[src/rtl/bank_ctrl.sv]
// bank_ctrl: initiator side of the 8-bit memory bank interface.
// Takes one read or write request at a time from the client over a
// valid/ready handshake, drives the bank pins from registers, captures the
// bank's registered data_out/valid_out and holds it as the read response
// until the client takes it.
//
// Optional build macro: BANK_CTRL_FILL_EN
//   When defined, the controller writes FILL_VALUE to every bank address
//   after reset, one address per cycle, before it accepts any request.
//
// state   | meaning
// --------+------------------------------------------------------------
// IDLE    | waiting for a request; req_ready high
// ISSUE   | bank enable high for this single cycle; bank samples at the edge
// CAPTURE | bank data_out/valid_out valid; latched into resp_data/resp_hit
// RESP    | resp_valid high until the client handshakes
// FILL    | (BANK_CTRL_FILL_EN only) post-reset sweep writing FILL_VALUE
module bank_ctrl #(
    parameter int unsigned           ADDR_W     = 8,
    parameter int unsigned           DATA_W     = 8,
    parameter logic [DATA_W-1:0]     FILL_VALUE = '0
) (
    input  logic              clk,
    input  logic              reset,

    input  logic              req_valid,
    output logic              req_ready,
    input  logic              req_we,
    input  logic [ADDR_W-1:0] req_addr,
    input  logic [DATA_W-1:0] req_wdata,

    output logic              resp_valid,
    input  logic              resp_ready,
    output logic [DATA_W-1:0] resp_data,
    output logic              resp_hit,

    output logic              busy,

    output logic [ADDR_W-1:0] bank_addr,
    output logic [DATA_W-1:0] bank_data_in,
    output logic              bank_read_enable,
    output logic              bank_write_enable,
    input  logic [DATA_W-1:0] bank_data_out,
    input  logic              bank_valid_out
);

    typedef enum logic [2:0] {
        ST_IDLE    = 3'd0,
        ST_ISSUE   = 3'd1,
        ST_CAPTURE = 3'd2,
        ST_RESP    = 3'd3
`ifdef BANK_CTRL_FILL_EN
        , ST_FILL  = 3'd4
`endif
    } state_t;

`ifdef BANK_CTRL_FILL_EN
    localparam state_t RESET_STATE = ST_FILL;
`else
    localparam state_t RESET_STATE = ST_IDLE;
`endif

    state_t              state_q, state_d;
    logic [ADDR_W-1:0]   bank_addr_q, bank_addr_d;
    logic [DATA_W-1:0]   bank_data_in_q, bank_data_in_d;
    logic                bank_re_q, bank_re_d;
    logic                bank_we_q, bank_we_d;
    logic [DATA_W-1:0]   resp_data_q, resp_data_d;
    logic                resp_hit_q, resp_hit_d;
`ifdef BANK_CTRL_FILL_EN
    logic [ADDR_W-1:0]   fill_cnt_q, fill_cnt_d;
`endif

    // State and all registered outputs; everything clears on reset.
    always_ff @(posedge clk or posedge reset) begin
        if (reset) begin
            state_q        <= RESET_STATE;
            bank_addr_q    <= '0;
            bank_data_in_q <= '0;
            bank_re_q      <= 1'b0;
            bank_we_q      <= 1'b0;
            resp_data_q    <= '0;
            resp_hit_q     <= 1'b0;
`ifdef BANK_CTRL_FILL_EN
            fill_cnt_q     <= '0;
`endif
        end else begin
            state_q        <= state_d;
            bank_addr_q    <= bank_addr_d;
            bank_data_in_q <= bank_data_in_d;
            bank_re_q      <= bank_re_d;
            bank_we_q      <= bank_we_d;
            resp_data_q    <= resp_data_d;
            resp_hit_q     <= resp_hit_d;
`ifdef BANK_CTRL_FILL_EN
            fill_cnt_q     <= fill_cnt_d;
`endif
        end
    end

    // Next-state and next-register values; enables default low so each
    // access pulses for exactly one cycle and read/write never overlap.
    always_comb begin
        state_d        = state_q;
        bank_addr_d    = bank_addr_q;
        bank_data_in_d = bank_data_in_q;
        bank_re_d      = 1'b0;
        bank_we_d      = 1'b0;
        resp_data_d    = resp_data_q;
        resp_hit_d     = resp_hit_q;
`ifdef BANK_CTRL_FILL_EN
        fill_cnt_d     = fill_cnt_q;
`endif
        unique case (state_q)
            ST_IDLE: begin
                // req_ready is high in IDLE, so req_valid alone means accept.
                if (req_valid) begin
                    bank_addr_d    = req_addr;
                    bank_data_in_d = req_wdata;
                    bank_we_d      = req_we;
                    bank_re_d      = !req_we;
                    state_d        = ST_ISSUE;
                end
            end
            ST_ISSUE: begin
                // Writes finish here with no response; reads wait for data.
                state_d = bank_we_q ? ST_IDLE : ST_CAPTURE;
            end
            ST_CAPTURE: begin
                resp_data_d = bank_data_out;
                resp_hit_d  = bank_valid_out;
                state_d     = ST_RESP;
            end
            ST_RESP: begin
                if (resp_ready) begin
                    state_d = ST_IDLE;
                end
            end
`ifdef BANK_CTRL_FILL_EN
            ST_FILL: begin
                bank_we_d      = 1'b1;
                bank_addr_d    = fill_cnt_q;
                bank_data_in_d = FILL_VALUE;
                fill_cnt_d     = fill_cnt_q + 1'b1;
                // The last address is still on the pins during the first
                // IDLE cycle; the bank samples it at that cycle's edge.
                if (fill_cnt_q == '1) begin
                    state_d = ST_IDLE;
                end
            end
`endif
            default: begin
                state_d = ST_IDLE;
            end
        endcase
    end

    // Handshake outputs depend on state only; reset gates req_ready so no
    // request is taken while reset is held.
    assign req_ready         = (state_q == ST_IDLE) && !reset;
    assign resp_valid        = (state_q == ST_RESP);
    assign busy              = (state_q != ST_IDLE);
    assign resp_data         = resp_data_q;
    assign resp_hit          = resp_hit_q;
    assign bank_addr         = bank_addr_q;
    assign bank_data_in      = bank_data_in_q;
    assign bank_read_enable  = bank_re_q;
    assign bank_write_enable = bank_we_q;

endmodule

[config.mk]
export PLATFORM = sky130hd
export DESIGN_NAME = bank_ctrl
export DESIGN_NICKNAME = d
export VERILOG_FILES = /design/src/rtl/bank_ctrl.sv
export SDC_FILE = /design/constraint.sdc
export NUM_CORES = 1
export LEC_CHECK = 0
export CORE_ASPECT_RATIO = 1.75
export CORE_MARGIN = 4
export CORE_UTILIZATION = 41
export DETAILED_ROUTE_END_ITERATION = 6
export HOLD_SLACK_MARGIN = 0.03
export PLACE_DENSITY = 0.82
export REMOVE_ABC_BUFFERS = 1
export SLEW_MARGIN = 20
export SYNTH_ARGS = -nofsm -noshare
export SYNTH_HDL_FRONTEND = slang
export SYNTH_SLANG_ARGS = --single-unit
[constraint.sdc]
create_clock -name clk -period 3.45 [get_ports clk]
set_input_delay 0.5175 -clock clk [delete_from_list [all_inputs] [get_ports clk]]
set_output_delay 0.5175 -clock clk [all_outputs]
set_load 0.05 [all_outputs]
==> impl_metrics.csv, run 1 <==
group,metric,value,unit
global_route,grt_start_max_net_pins,30,
finish,final_area,0.00181,mm²
detailed_routing,post_drt_wl_per_cell,16.2,µm
yosys,yosysWarnings,0,
worst_setup_path,crit_type,"flop to output port",
floorplan,placementRows,24,
detailed_routing,vias,777,
yosys,synth_enable_flop_cells,0,
timing,max-slew-margin-rel,43.4,%
detailed_routing,first_pass_iters,2,
floorplan,start_util,43.6,%
global_route,antenna_found_initial,0,
yosys,ys_top_cells_by_count,"dfrtp_1, mux2_2",
power_and_ir_drop,p_clk_share,12.8,%
job,drv_cap,0,
clock_tree,cts_root_buf,"clkbuf_8",
yosys,synth_seq_area_share,65.2,%
timing,finalSetupViolCount,0,
placement,dp_hpwl,1990,µm
power_and_ir_drop,comb_power_share,59.2,%
timing,whs,0.503,ns
finish,area_delta_synth_final,62.3,%
yosys,synth-adder-area-share,0,%
timing,rsz0062_at_grt,"false",
global_route,gr-usage-met2,25.4,%
power_and_ir_drop,vdd_drop_max,0.800,mV
clock_tree,h-tree-depth,2,
clock_tree,post_cts_buffers,0,
global_route,gr-max-usage-layer,"met2",
yosys,yosys.area.top_type_share,65.2,%
power_and_ir_drop,intPower,1150,µW
power_and_ir_drop,power_switching,995,µW
yosys,synth_compound_area_share,1.80,%
yosys,synth_top_family_by_area,"multiplexers",
timing,slew_viol_final,0,
floorplan,pin_count,60,
worst_setup_path,end_kind,"output port",
worst_setup_path,critPathMaxFanout,6,
timing,post-route-period-util,73.1,%
worst_setup_path,worstPathCellList,"or2_2, nor2_1, clkdlybuf4s50_1",
yosys,synthMuxAreaShare,25.3,%
clock_tree,path_clk_slew,0.06,ns
finish,post_route_cells_drive_above_1_share,27.8,%
placement,place_congestion,0.723,
clock_tree,cts_buffers,5,
global_route,grt_use_total,15.5,%
global_route,grt_first_pass_wirelength,3970,µm
yosys,synth_top_area_cell,"dfrtp_1",
yosys,async_reset_ff_share,100,%
yosys,yosysMostFrequentCell,"dfrtp_1",
timing,tightest_slew,0.848,ns
floorplan,core,0.00255,mm²
detailed_routing,drcViolationCount,0,
yosys,yosysUniqueCellTypes,13,
clock_tree,hold_buffers,0,
status,outcome,"complete, no violations",
worst_setup_path,worstPathRequired,2.93,ns
placement,io_buffers,59,
yosys,synth_simple_gate_area_share,5.51,%
global_route,grt_util_met1,16.8,%
placement,dpl_cell_area,0.00172,mm²
detailed_routing,antenna_left,0,
floorplan,dieArea,0.00364,mm²
power_and_ir_drop,pwr-share-seq,28.0,%
global_route,grt_util_met3,7.73,%
detailed_routing,drt-initial-drc-count,8,
min_path,hold_class,"flop to flop",
power_and_ir_drop,leakage,0.000756,µW
finish,instances_no_fill,159,
clock_tree,cts_num_sinks,29,
power_and_ir_drop,powerDensity,1190,mW/mm²
floorplan,die_w,47.4,µm
timing,hold_violations,0,
clock_tree,cts_tree,"done",
timing,max_freq,397,MHz
global_route,grt_pass1_vias,856,
yosys,synth_area_leaders,"dfrtp_1, mux2_2, nor3b_4, and2_2, nand2b_1",
worst_setup_path,cp-start-kind,"flop",
finish,layout.nets,163,
timing,layout_setup_ws,0.928,ns
yosys,synthCells,69,
yosys,ys.flop_type,"dfrtp_1",
worst_setup_path,slowest_stage,"clkdlybuf4s50_1",
yosys,netlist_area,0.00111,mm²
detailed_routing,via_per_inst,4.89,
global_route,gr-total-overflow,0,
placement,place_inst,152,
clock_tree,cts_resized,0,
detailed_routing,drt-total-wl,2580,µm
clock_tree,worstSkewPairLatency,0.28,ns
yosys,synth.avg_cell_area,16.1,µm²
timing,min_period,2.52,ns
timing,skew,0.00378,ns
finish,diodes,0,
worst_setup_path,cp_slowest_stage_delay,0.83,ns
yosys,ys_ff_latch,29,
yosys,synth-xor-area-share,0,%
clock_tree,clockBufferDepth,2,
floorplan,die_h,76.9,µm
placement,place_ws,1.04,ns
timing,tns,0,ns
power_and_ir_drop,power.share.switching,46.4,%
worst_setup_path,cp.arrival,2.00,ns
==> stage by stage <==
| stage | util [%] | power (µW) |
|---|---|---|
| finish | 70.7 | 2150 |
| global route | 70.7 | 2250 |
| CTS | 70.7 | 2170 |
| detailed placement | 67.4 | 1890 |
| global placement | 67.4 | 1860 |
| floorplan | - | 1450 |
==> worst max-delay path: cells and delay by family (launching register included) <==
family | cells | cell delay, ns
AND/OR/NAND/NOR | 2 | 0.45
flip-flops | 1 | 0.44
buffers and inverters | 1 | 0.83
==> layer usage <==
| layer | routed length (µm) | up-vias |
|---|---|---|
| li1 | - | 362 |
| met1 | 933 | 364 |
| met2 | 1310 | 46 |
| met3 | 302 | 5 |
| met4 | 37 | 0 |
| met5 | 0 | - |
==> final timing paths <==
check                           startpoint              end  slack [ns]  depth (start not counted)
max                             state_q[1]        req_ready        0.93                          3
min                        bank_data_in[3]  bank_data_in[3]        0.50                          1
max reg2reg                     state_q[1]     bank_addr[2]        1.72                          2
min reg2reg                bank_data_in[3]  bank_data_in[3]        0.50                          1
max in group asynchronous            reset     resp_data[3]        2.40                          2
min in group asynchronous            reset  bank_data_in[4]        0.66                          2
==> cell families (layout without fill, tap and decap cells) <==
group,Yosys count,count (layout)
DFF,29,29
buffers and inverters,4,68
and+or+nand+nor,8,8
muxes,25,25
AOI/OAI and AO/OA,3,3
==> sequential cells by signal (all words and copies together), names as in the netlist <==
signal	flops
bank_write_enable	1
bank_read_enable	1
resp_hit	1
resp_data	8
bank_addr	8
bank_data_in	8
state_q	2
==> area by class of cell <==
type / count / area, µm²
inverter: 2 / 7.51
timing repair buffer: 59 / 591
multi-input combinational: 36 / 363
tap: 26 / 32.5
clock buffer: 7 / 86.3
fill: 181 / 747
sequential: 29 / 726
==> power by group through the flow <==
stage                     Clock, µW  Sequential, µW  Combinational (µW)
after floorplan                   0            1140                 308
after global placement            0             600                1260
after detailed placement          0             608                1280
after CTS                       283             603                1280
after global routing            300             623                1320
final                           274             601                1270
==> placed cells by master (no fill, tap or decap) <==
| master | instances |
|---|---|
| clkdlybuf4s50_1 | 59 |
| dfrtp_1 | 29 |
| mux2_2 | 25 |
| clkbuf_8 | 6 |
| nand2b_1 | 2 |
| o21ai_0 | 2 |
| and2_2 | 2 |
| nor3b_4 | 1 |
| a21bo_2 | 1 |
| inv_1 | 1 |
| or2_2 | 1 |
| nor2_1 | 1 |
| nor3_1 | 1 |
| inv_2 | 1 |
| clkbuf_1 | 1 |
Note: power is estimated with default switching activity, not from simulation.
==> inputs of run 2 (changes only) <==
CORE_UTILIZATION = 34   (was 41)
PLACE_DENSITY = 0.72   (was 0.82)
clock period = 2.2 ns   (was 3.45 ns; I/O delays follow)
==> run 2 against run 1 <==
First-iteration DRC count stayed put; non-clock buffer count is 3 higher; sequential power is 58% higher; critical path type unchanged.
==> impl_metrics.csv, run 2 (synthesis gave the netlist of run 1 again) <==
group,metric,value,unit
detailed_routing,drcViolationCount,0,
floorplan,start_util,35.4,%
detailed_routing,via_per_inst,4.46,
clock_tree,cts_resized,0,
floorplan,die_h,83.7,µm
global_route,grt_first_pass_wirelength,4280,µm
worst_setup_path,crit_type,"flop to output port",
clock_tree,cts_root_buf,"clkbuf_8",
min_path,hold_class,"input pin to asynchronous set/reset pin",
finish,post_route_cells_drive_above_1_share,30.7,%
detailed_routing,antenna_left,0,
clock_tree,clockBufferDepth,2,
detailed_routing,first_pass_iters,2,
power_and_ir_drop,powerDensity,1840,mW/mm²
finish,multi_input_area,363,µm²
power_and_ir_drop,power_switching,1570,µW
worst_setup_path,cp-start-kind,"flop",
timing,slew_viol_final,0,
clock_tree,path_clk_slew,0.06,ns
worst_setup_path,cp.arrival,1.78,ns
finish,final_common_cell,"clkdlybuf4s50_1",
finish,final_cell_mix,"clkdlybuf4s50_1, dfrtp_1, mux2_2, clkbuf_8, buf_4",
timing,max_freq,474,MHz
finish,area_delta_synth_final,67.4,%
detailed_routing,vias,802,
finish,nFillCells,269,
job,drv_cap,0,
floorplan,die_w,51.2,µm
timing,post-route-period-util,95.9,%
timing,skew,0.00484,ns
clock_tree,post_cts_buffers,0,
timing,tns,0,ns
global_route,antenna_found_initial,0,
detailed_routing,drt-initial-drc-count,8,
finish,diodes,0,
placement,place_congestion,0.684,
clock_tree,hold_buffers,0,
placement,dp_hpwl,2240,µm
global_route,gr-total-overflow,0,
global_route,grt_use_total,13.8,%
finish,ff_latch_area,726,µm²
timing,finalSetupViolCount,0,
worst_setup_path,end_kind,"output port",
clock_tree,h-tree-depth,2,
global_route,grt_start_max_net_pins,30,
detailed_routing,post_drt_wl_per_cell,15.1,µm
floorplan,placementRows,27,
floorplan,dieArea,0.00429,mm²
clock_tree,worstSkewPairLatency,0.27,ns
clock_tree,cts_num_sinks,29,
worst_setup_path,worstPathRequired,1.87,ns
power_and_ir_drop,comb_power_share,58.6,%
power_and_ir_drop,pwr-share-seq,27.8,%
timing,min_period,2.11,ns
placement,place_ws,0.331,ns
timing,max-slew-margin-rel,65.1,%
status,outcome,"complete, no violations",
finish,fin_util,59.3,%
power_and_ir_drop,power.share.switching,45.9,%
timing,hold_violations,0,
detailed_routing,drt-total-wl,2720,µm
floorplan,pin_count,60,
power_and_ir_drop,p_clk_share,13.5,%
worst_setup_path,critPathMaxFanout,6,
timing,tightest_slew,0.522,ns
global_route,grt_pass1_vias,926,
timing,layout_setup_ws,0.0897,ns
power_and_ir_drop,vdd_drop_max,1.15,mV
finish,layout.nets,166,
power_and_ir_drop,p_total,3420,µW
clock_tree,cts_buffers,5,
power_and_ir_drop,leakage,0.000785,µW
floorplan,core,0.00314,mm²
placement,io_buffers,59,
power_and_ir_drop,intPower,1850,µW
timing,rsz0062_at_grt,"false",
clock_tree,cts_tree,"done",
==> run 2: cell type report <==
cell class,instances,area share (%)
well taps,43,2.89
clock inverters,1,0.269
repair buffers,62,32.8
inverters,2,0.403
flip-flops and latches,29,39.0
multi-input cells,36,19.5
clock buffers,7,5.17
==> run 2: final timing paths <==
path                                    from      endpoint  slack, ns  depth (start not counted)
worst min-delay path                   reset  bank_addr[0]       0.46                          3
worst min register to register  resp_data[4]  resp_data[4]       0.50                          1
min in group clk                resp_data[4]  resp_data[4]       0.50                          1
worst max-delay path              state_q[1]          busy       0.09                          2
worst max register to register    state_q[1]  bank_addr[5]       0.70                          3
max in group asynchronous              reset  bank_addr[7]       1.47                          3
==> run 2: worst max-delay path, stage by stage, from the launching register on <==
cell and delay (ns):
dfrtp_1 0.46, or2_2 0.35, clkdlybuf4s50_1 0.71
==> run 2: power by group through the flow <==
stage               registers (µW)  clock network, µW  logic, µW
CTS                            956                483       2030
floorplan                     1790                  0        483
global placement               948                  0       2000
finish                         951                463       2000
global route                   991                506       2080
detailed placement             964                  0       2020
==> run 2: metal layers <==
metal	vias to the layer above	part of all wire (%)	global-route usage (%)
li1	370	-	-
met1	385	33	12.0
met3	2	8.8	5.72
met2	45	56	25.4
met4	0	1.3	7.16
met5	-	0	0
==> run 2: through the flow <==
stage               instance area, µm²  hold WS (ns)  std cells
global route                      1860         0.511        180
global placement                  1760         0.486        172
finish                            1860         0.464        180
floorplan                         1100         0.401         67
detailed placement                1760         0.492        172
CTS                               1860         0.468        180
